File: src/rtl/rv_pipe_pkg.sv
// Shared definitions for the RV32I 5-stage pipeline control blocks.
package rv_pipe_pkg;

  // Hazard controller FSM encodings
  typedef enum logic [1:0] {
    ST_RUN    = 2'd0,
    ST_DRAIN  = 2'd1,
    ST_HALTED = 2'd2
  } state_t;

  // Register file address width
  localparam int REG_ADDR_W = 5;

  // addi x0, x0, 0 -- the bubble injected by flush consumers
  localparam logic [31:0] NOP_INSN = 32'h0000_0013;

endpackage

File: src/rtl/sat_counter.sv
// Saturating up-counter used for the pipeline performance counters.
module sat_counter #(
  parameter int W = 16
) (
  input  logic         clk,
  input  logic         rst_n,
  input  logic         inc,
  output logic [W-1:0] count
);

  // Count events, holding at all-ones instead of wrapping
  always_ff @(posedge clk or negedge rst_n) begin
    if (!rst_n) begin
      count <= '0;
    end else if (inc && (count != '1)) begin
      count <= count + W'(1);
    end
  end

endmodule

File: src/rtl/pipe_hazard_ctrl.sv
// Central stall/flush controller: load-use, branch redirect, memory waits
// and the debug halt/drain/resume sequence, plus performance counters.
module pipe_hazard_ctrl
  import rv_pipe_pkg::*;
#(
  parameter int CNT_W        = 16,
  parameter int DRAIN_CYCLES = 4
) (
  input  logic                  clk,
  input  logic                  rst_n,
  input  logic [REG_ADDR_W-1:0] id_rs1,
  input  logic [REG_ADDR_W-1:0] id_rs2,
  input  logic                  id_use_rs1,
  input  logic                  id_use_rs2,
  input  logic [REG_ADDR_W-1:0] ex_rd,
  input  logic                  ex_mem_read,
  input  logic                  ex_branch_taken,
  input  logic                  imem_ready,
  input  logic                  mem_req,
  input  logic                  dmem_ready,
  input  logic                  halt_req,
  input  logic                  resume_req,
  output logic                  pc_en,
  output logic                  if_id_en,
  output logic                  id_ex_en,
  output logic                  ex_mem_en,
  output logic                  mem_wb_en,
  output logic                  if_id_flush,
  output logic                  id_ex_flush,
  output logic                  mem_wb_flush,
  output logic                  halted,
  output logic [CNT_W-1:0]      stall_cnt,
  output logic [CNT_W-1:0]      flush_cnt
);

  localparam int DCW = (DRAIN_CYCLES < 1) ? 1 : $clog2(DRAIN_CYCLES + 1);

  state_t         state_reg;
  logic [DCW-1:0] drain_cnt_reg;
  logic           halted_reg;

  logic dmem_wait;
  logic load_use;
  logic fetch_blocked;
  logic stall_inc;
  logic flush_inc;

  assign dmem_wait     = mem_req & ~dmem_ready;
  // x0 is hardwired to zero, so a load targeting it never creates a hazard
  assign load_use      = ex_mem_read & (ex_rd != '0) &
                         ((id_use_rs1 & (id_rs1 == ex_rd)) |
                          (id_use_rs2 & (id_rs2 == ex_rd)));
  assign fetch_blocked = ~imem_ready | (state_reg != ST_RUN);

  // Prioritised enable/flush selection; HALTED freezes every register
  always_comb begin
    pc_en        = 1'b1;
    if_id_en     = 1'b1;
    id_ex_en     = 1'b1;
    ex_mem_en    = 1'b1;
    mem_wb_en    = 1'b1;
    if_id_flush  = 1'b0;
    id_ex_flush  = 1'b0;
    mem_wb_flush = 1'b0;
    if (state_reg == ST_HALTED) begin
      pc_en     = 1'b0;
      if_id_en  = 1'b0;
      id_ex_en  = 1'b0;
      ex_mem_en = 1'b0;
      mem_wb_en = 1'b0;
    end else if (dmem_wait) begin
      pc_en        = 1'b0;
      if_id_en     = 1'b0;
      id_ex_en     = 1'b0;
      ex_mem_en    = 1'b0;
      mem_wb_en    = 1'b0;
      mem_wb_flush = 1'b1;
    end else if (ex_branch_taken) begin
      if_id_flush = 1'b1;
      id_ex_flush = 1'b1;
    end else if (load_use) begin
      pc_en       = 1'b0;
      if_id_en    = 1'b0;
      id_ex_flush = 1'b1;
    end else if (fetch_blocked) begin
      pc_en       = 1'b0;
      if_id_flush = 1'b1;
    end
  end

  // Only the condition that actually won the priority contest is counted
  assign stall_inc = (state_reg == ST_RUN) &
                     (dmem_wait | (~ex_branch_taken & (load_use | ~imem_ready)));
  assign flush_inc = (state_reg != ST_HALTED) & ~dmem_wait & ex_branch_taken;

  // Halt/drain/resume FSM with registered halted flag
  always_ff @(posedge clk or negedge rst_n) begin
    if (!rst_n) begin
      state_reg     <= ST_RUN;
      drain_cnt_reg <= '0;
      halted_reg    <= 1'b0;
    end else begin
      case (state_reg)
        ST_RUN: begin
          if (halt_req) begin
            state_reg     <= ST_DRAIN;
            drain_cnt_reg <= DCW'(DRAIN_CYCLES);
          end
        end
        ST_DRAIN: begin
          // A stalled MEM stage is not draining, so the count holds
          if (!dmem_wait) begin
            if (drain_cnt_reg <= DCW'(1)) begin
              drain_cnt_reg <= '0;
              state_reg     <= ST_HALTED;
              halted_reg    <= 1'b1;
            end else begin
              drain_cnt_reg <= drain_cnt_reg - DCW'(1);
            end
          end
        end
        ST_HALTED: begin
          if (resume_req) begin
            state_reg  <= ST_RUN;
            halted_reg <= 1'b0;
          end
        end
        default: begin
          state_reg     <= ST_RUN;
          drain_cnt_reg <= '0;
          halted_reg    <= 1'b0;
        end
      endcase
    end
  end

  assign halted = halted_reg;

  sat_counter #(.W(CNT_W)) u_stall_cnt (
    .clk   (clk),
    .rst_n (rst_n),
    .inc   (stall_inc),
    .count (stall_cnt)
  );

  sat_counter #(.W(CNT_W)) u_flush_cnt (
    .clk   (clk),
    .rst_n (rst_n),
    .inc   (flush_inc),
    .count (flush_cnt)
  );

endmodule

File: config.mk
export PLATFORM = sky130hd
export DESIGN_NAME = pipe_hazard_ctrl
export DESIGN_NICKNAME = d
export VERILOG_FILES = /design/src/rtl/rv_pipe_pkg.sv /design/src/rtl/sat_counter.sv /design/src/rtl/pipe_hazard_ctrl.sv
export SDC_FILE = /design/constraint.sdc
export NUM_CORES = 1
export LEC_CHECK = 0
export CAP_MARGIN = 10
export CORE_ASPECT_RATIO = 2
export CORE_MARGIN = 2
export CORE_UTILIZATION = 40
export CTS_CLUSTER_SIZE = 40
export DETAILED_ROUTE_END_ITERATION = 7
export DONT_BUFFER_PORTS = 1
export GPL_TIMING_DRIVEN = 0
export PLACE_DENSITY = 0.62
export RECOVER_POWER = 25
export SLEW_MARGIN = 20
export SYNTH_ARGS = -nofsm -noshare
export SYNTH_HDL_FRONTEND = slang
export SYNTH_SLANG_ARGS = --single-unit
File: constraint.sdc
create_clock -name clk -period 2.3 [get_ports clk]
set_input_delay 0.115 -clock clk [delete_from_list [all_inputs] [get_ports clk]]
set_output_delay 0.115 -clock clk [all_outputs]
set_load 0.05 [all_outputs]
After elaboration in Yosys (flattened, before gate mapping)
Cells that the tools add are included.
{"block": "totals", "reg_bits": 38, "inputBits": 26}
{"block": "classes", "add_sub_neg": 3, "n_lt_le_gt_ge": 1, "n_eq_ne": 11, "n_mux": 35, "bitwise": 19, "reduce_logical": 8}
{"op": "$add A16 B1 Y16 const B", "count": 2}
{"op": "$ne A16 B16 Y1 const B", "count": 2}
{"op": "$mux W1", "count": 25}
{"op": "$eq A5 B5 Y1", "count": 2}
{"op": "$ne A2 B2 Y1 const B", "count": 5}
{"op": "$and A1 B1 Y1", "count": 9}
{"op": "$mux W3", "count": 3}
{"op": "$pmux W3 S3", "count": 1}
{"op": "$mux W2", "count": 4}
{"op": "$reduce_and A4 Y1", "count": 2}
{"op": "$not A1 Y1", "count": 6}
{"op": "$pmux W2 S3", "count": 1}
{"op": "$reduce_bool A5 Y1", "count": 1}
{"op": "$or A1 B1 Y1", "count": 4}
{"op": "$le A3 B1 Y1 const B", "count": 1}
{"op": "$pmux W1 S3", "count": 1}
{"op": "$reduce_and A3 Y1", "count": 1}
{"op": "$sub A3 B1 Y3 const B", "count": 1}
{"op": "$eq A2 B1 Y1 const B", "count": 1}
{"op": "$eq A2 B2 Y1 const B", "count": 1}
{"op": "$logic_and A1 B1 Y1", "count": 2}
{"op": "$logic_not A2 Y1", "count": 1}
{"op": "$reduce_bool A2 Y1", "count": 1}

Longest topological paths before layout
{"block": "depth", "depth_word": 9, "mapped_depth": 9, "ltp_nobuf": 8}

Cells and area by module
Synthesis repeated with hierarchy kept, for this count alone.
{"block": "unflattened", "hier_cells": 222, "area_unflattened_um2": 2308.5}
{"mod": "sat_counter", "n_inst": 2, "cells_per_inst": 72, "area_per_inst_um2": 859.6, "seq_area_each_um2": 400.4}
{"mod": "pipe_hazard_ctrl", "n_inst": 1, "cells_per_inst": 78, "area_per_inst_um2": 589.3, "seq_area_each_um2": 150.1}

Worst setup path after synthesis
No wires, ideal clock.
{"block": "synth_path", "path_type": "flip-flop to flip-flop", "from": "reg u_flush_cnt.count[0]", "to": "reg u_flush_cnt.count[15]", "setup_ns": 0.141, "arrival_ns": 2.064, "t_required_ns": 2.159, "setup_slack_ns": 0.096, "path_stages_with_launch": 10, "synth_period_minus_slack_ns": 2.204, "cell_sequence": "dfrtp_1 ha_1 and3_1 and3_1 nand4_1 and2_1 buf_2 and4_1 nand3_1 xnor2_1"}
{"block": "synth_between", "elab_chain_len": 2, "elab_cells_between_ends": 3, "classes_between": "1 x add/sub; 1 x eq/ne; 1 x reduce/logical"}
{"item": "start: declaration", "line_no": "sat_counter.sv:8", "source": "output logic [W-1:0] count"}
{"item": "start signal: assignment", "line_no": "sat_counter.sv:16", "source": "count <= count + W'(1);"}
{"item": "parallel branches: the longest is 2 deep, another holds $add A16 B1 Y16"}
Parallel ways; which one is timed is not known.
A chain may end at the register's enable or synchronous reset.

Final worst setup path
Same ends and word-level chain as after synthesis.

==> impl_metrics.json <==
{
  "postRouteAntennaNets": 0,
  "fp.dieH_um": 105,
  "via_count": 1468,
  "holdPathStages": 3,
  "clk_pin_slew_worst_paths_ns": 0.08,
  "syn_area_per_cell_um2": 10.4,
  "yosys.cell_types.count": 39,
  "clockBufferDepth": 2,
  "drv_cap": 0,
  "dr.pass1.iters": 4,
  "multi_input_area_mm2": 0.00105,
  "register_area_um2": 961,
  "ys_ff_latch": 38,
  "dp_cells": 254,
  "drive_gt1_share_pct": 16.5,
  "area_growth_pct": 10.7,
  "die_w_um": 54.5,
  "synthCells": 197,
  "rows": 36,
  "postCtsSetupBuffers": 0,
  "hold_viol": 0,
  "maxSlewHeadroom_pct": 31.2,
  "synth_flop_cell": "dfrtp_1",
  "dr.first_iter.drc_count": 16,
  "utilization_pct": 46.0,
  "hpwl_mm": 3.10,
  "crit_type": "reg2reg",
  "drcViolationCount": 0,
  "instances_no_fill": 263,
  "grt_remaining_overflow": 0,
  "drv_slew": 0,
  "antenna_found_initial": 0,
  "p_per_area_mw_per_mm2": 1100,
  "clkLatencyLatePin_ns": 0.28,
  "grt_util_all_layers_pct": 15.8,
  "outcome": "finished clean",
  "worst_pin_slew_ns": 1.04,
  "cp_max_fo": 8,
  "cts_tree": "built",
  "yosysSeqAreaShare_pct": 46.6,
  "fin_skew_ns": 0.00837,
  "grt_pass1_wl_mm": 6.78,
  "grt_max_degree": 39,
  "cts_root_buf": "clkbuf_8",
  "via_per_inst": 5.58,
  "async_reset_ff_share_pct": 100,
  "worstPathRequired_ns": 2.45,
  "arrival_ns": 2.34,
  "synth_edf_count": 0,
  "max-vdd-ir-drop_uv": 752,
  "hold_class": "in2reg",
  "core_area_mm2": 0.00491,
  "fin_crit_sh_pct": 95.1,
  "hold_slack_ns": 0.0311,
  "period_needed_ns": 2.19,
  "nNetsFinal": 236,
  "endpoint_kind": "flip-flop",
  "drt_wl_total_mm": 4.07,
  "io_buffers": 0,
  "cts_buffers": 5,
  "syn-num-nets": 227,
  "syn_area_mm2": 0.00204,
  "setup_viol": 0,
  "cp-start-kind": "flip-flop",
  "htreeDepth": 2,
  "clock-sinks": 38,
  "detail_route.wl_per_cell_um": 15.5,
  "power.leakage_nw": 0.975,
  "reg2regPathDepth": 9,
  "yosys_warnings": 0,
  "grt_pass1_vias": 1491,
  "start_util_pct": 41.6,
  "fmax_ghz": 0.457,
  "gp_congestion": 0.683,
  "antenna_cells": 0,
  "fillers": 474,
  "boundaryPins": 67,
  "die-area_mm2": 0.00573
}
## layout make-up
cell class | count | share of cell area [%]
clock buffer | 5 | 3.04
buffer | 6 | 1.88
timing repair buffer | 2 | 1.33
sequential | 38 | 42.5
clock inverter | 2 | 0.443
tap | 57 | 3.15
inverter | 7 | 1.16
multi-input combinational | 146 | 46.5
## worst paths after layout
| path | slack [ns] | to | startpoint |
|---|---|---|---|
| setup reg to reg | 0.11 | u_flush_cnt.count[15]$_DFFE_PN0P_ | u_flush_cnt.count[0]$_DFFE_PN0P_ |
| min in group asynchronous | 0.27 | u_flush_cnt.count[3]$_DFFE_PN0P_ | rst_n |
| setup / recovery | 0.11 | u_flush_cnt.count[15]$_DFFE_PN0P_ | u_flush_cnt.count[0]$_DFFE_PN0P_ |
| max in group asynchronous | 1.81 | u_flush_cnt.count[7]$_DFFE_PN0P_ | rst_n |
| hold / removal | 0.03 | halted$_DFFE_PN0P_ | resume_req |
| hold reg to reg | 0.51 | drain_cnt_reg[1]$_DFFE_PN0P_ | drain_cnt_reg[1]$_DFFE_PN0P_ |
## where the power goes
group	total [mW]	leakage [nW]	switching, mW	internal, mW
Sequential	1.34	0.485	0.526	0.810
Combinational	0.720	0.446	0.450	0.270
Clock	0.430	0.0438	0.226	0.204
Total	2.48	0.975	1.20	1.28
## per-stage QoR
stage | instance area (um^2) | total power [mW] | TNS [ns] | worst slack, ns
after floorplan | 2040 | 1.88 | 0 | 0.0956
after global placement | 2110 | 2.01 | -0.139 | -0.0747
after detailed placement | 2110 | 2.03 | -0.193 | -0.0918
after CTS | 2230 | 2.49 | 0 | 0.0145
after global routing | 2260 | 2.64 | -0.00346 | -0.00346
final | 2260 | 2.48 | 0 | 0.114
## what timing repair did
item / CTS / global route
hold buffers: 2 / 0
pin swaps: 0 / 1
hold endpoints to repair: 38 / 0
gates resized for setup: 3 / 10
endpoints found under the setup margin: 7 / 14
## cell usage in the layout, fill, tap and decap left out, types with 5 or more instances in the layout
cell,count
xnor2_1,35
dfrtp_1,30
nand2_1,21
and3_1,11
nand4_1,8
nor2_1,8
dfrtp_2,8
inv_1,7
a21oi_1,6
o21ai_0,5
clkbuf_8,5
## cell families after synthesis
logic type,Yosys count,share of synthesized area (%)
AOI/OAI and AO/OA,23,7.78
xor gates and xnor gates,39,16.7
adders and majority gates,4,2.45
buffers and inverters,13,3.25
DFF,38,46.6
muxes,3,1.59
and+or+nand+nor,77,21.6
## layer usage
layer	track usage, %	wire [um]
met2	27.5	2200
met3	4.86	322
met5	0	0
met4	6.43	71
met1	16.6	1470
## Yosys cell counts (all sizes together), types with 2 or more instances
master	number	area share [%]
and4	5	2.1
and3	13	4.0
dfrtp	38	47
nand2	21	3.9
mux2	2	1.1
xor2	4	1.7
buf	4	1.5
o22ai	2	0.61
and2	4	1.2
nand3	6	2.0
inv	7	1.3
xnor2	35	15
ha	4	2.5
o21ai	6	1.5
a31oi	4	2.0
clkbuf	2	0.43
nor3	2	0.49
nor2b	2	0.61
nand4	10	3.7
a21oi	6	1.5
nor2	8	1.5
nand2b	3	0.92
## worst max-delay path, stage by stage, from the launching register on
cell and delay (ns):
dfrtp_2 0.55, ha_4 0.22, and3_1 0.18, and3_1 0.21, nand4_1 0.11, and2_1 0.14, clkbuf_4 0.18, and4_4 0.23
nand3_1 0.09, xnor2_1 0.16
Note: power is estimated with default switching activity, not from simulation.
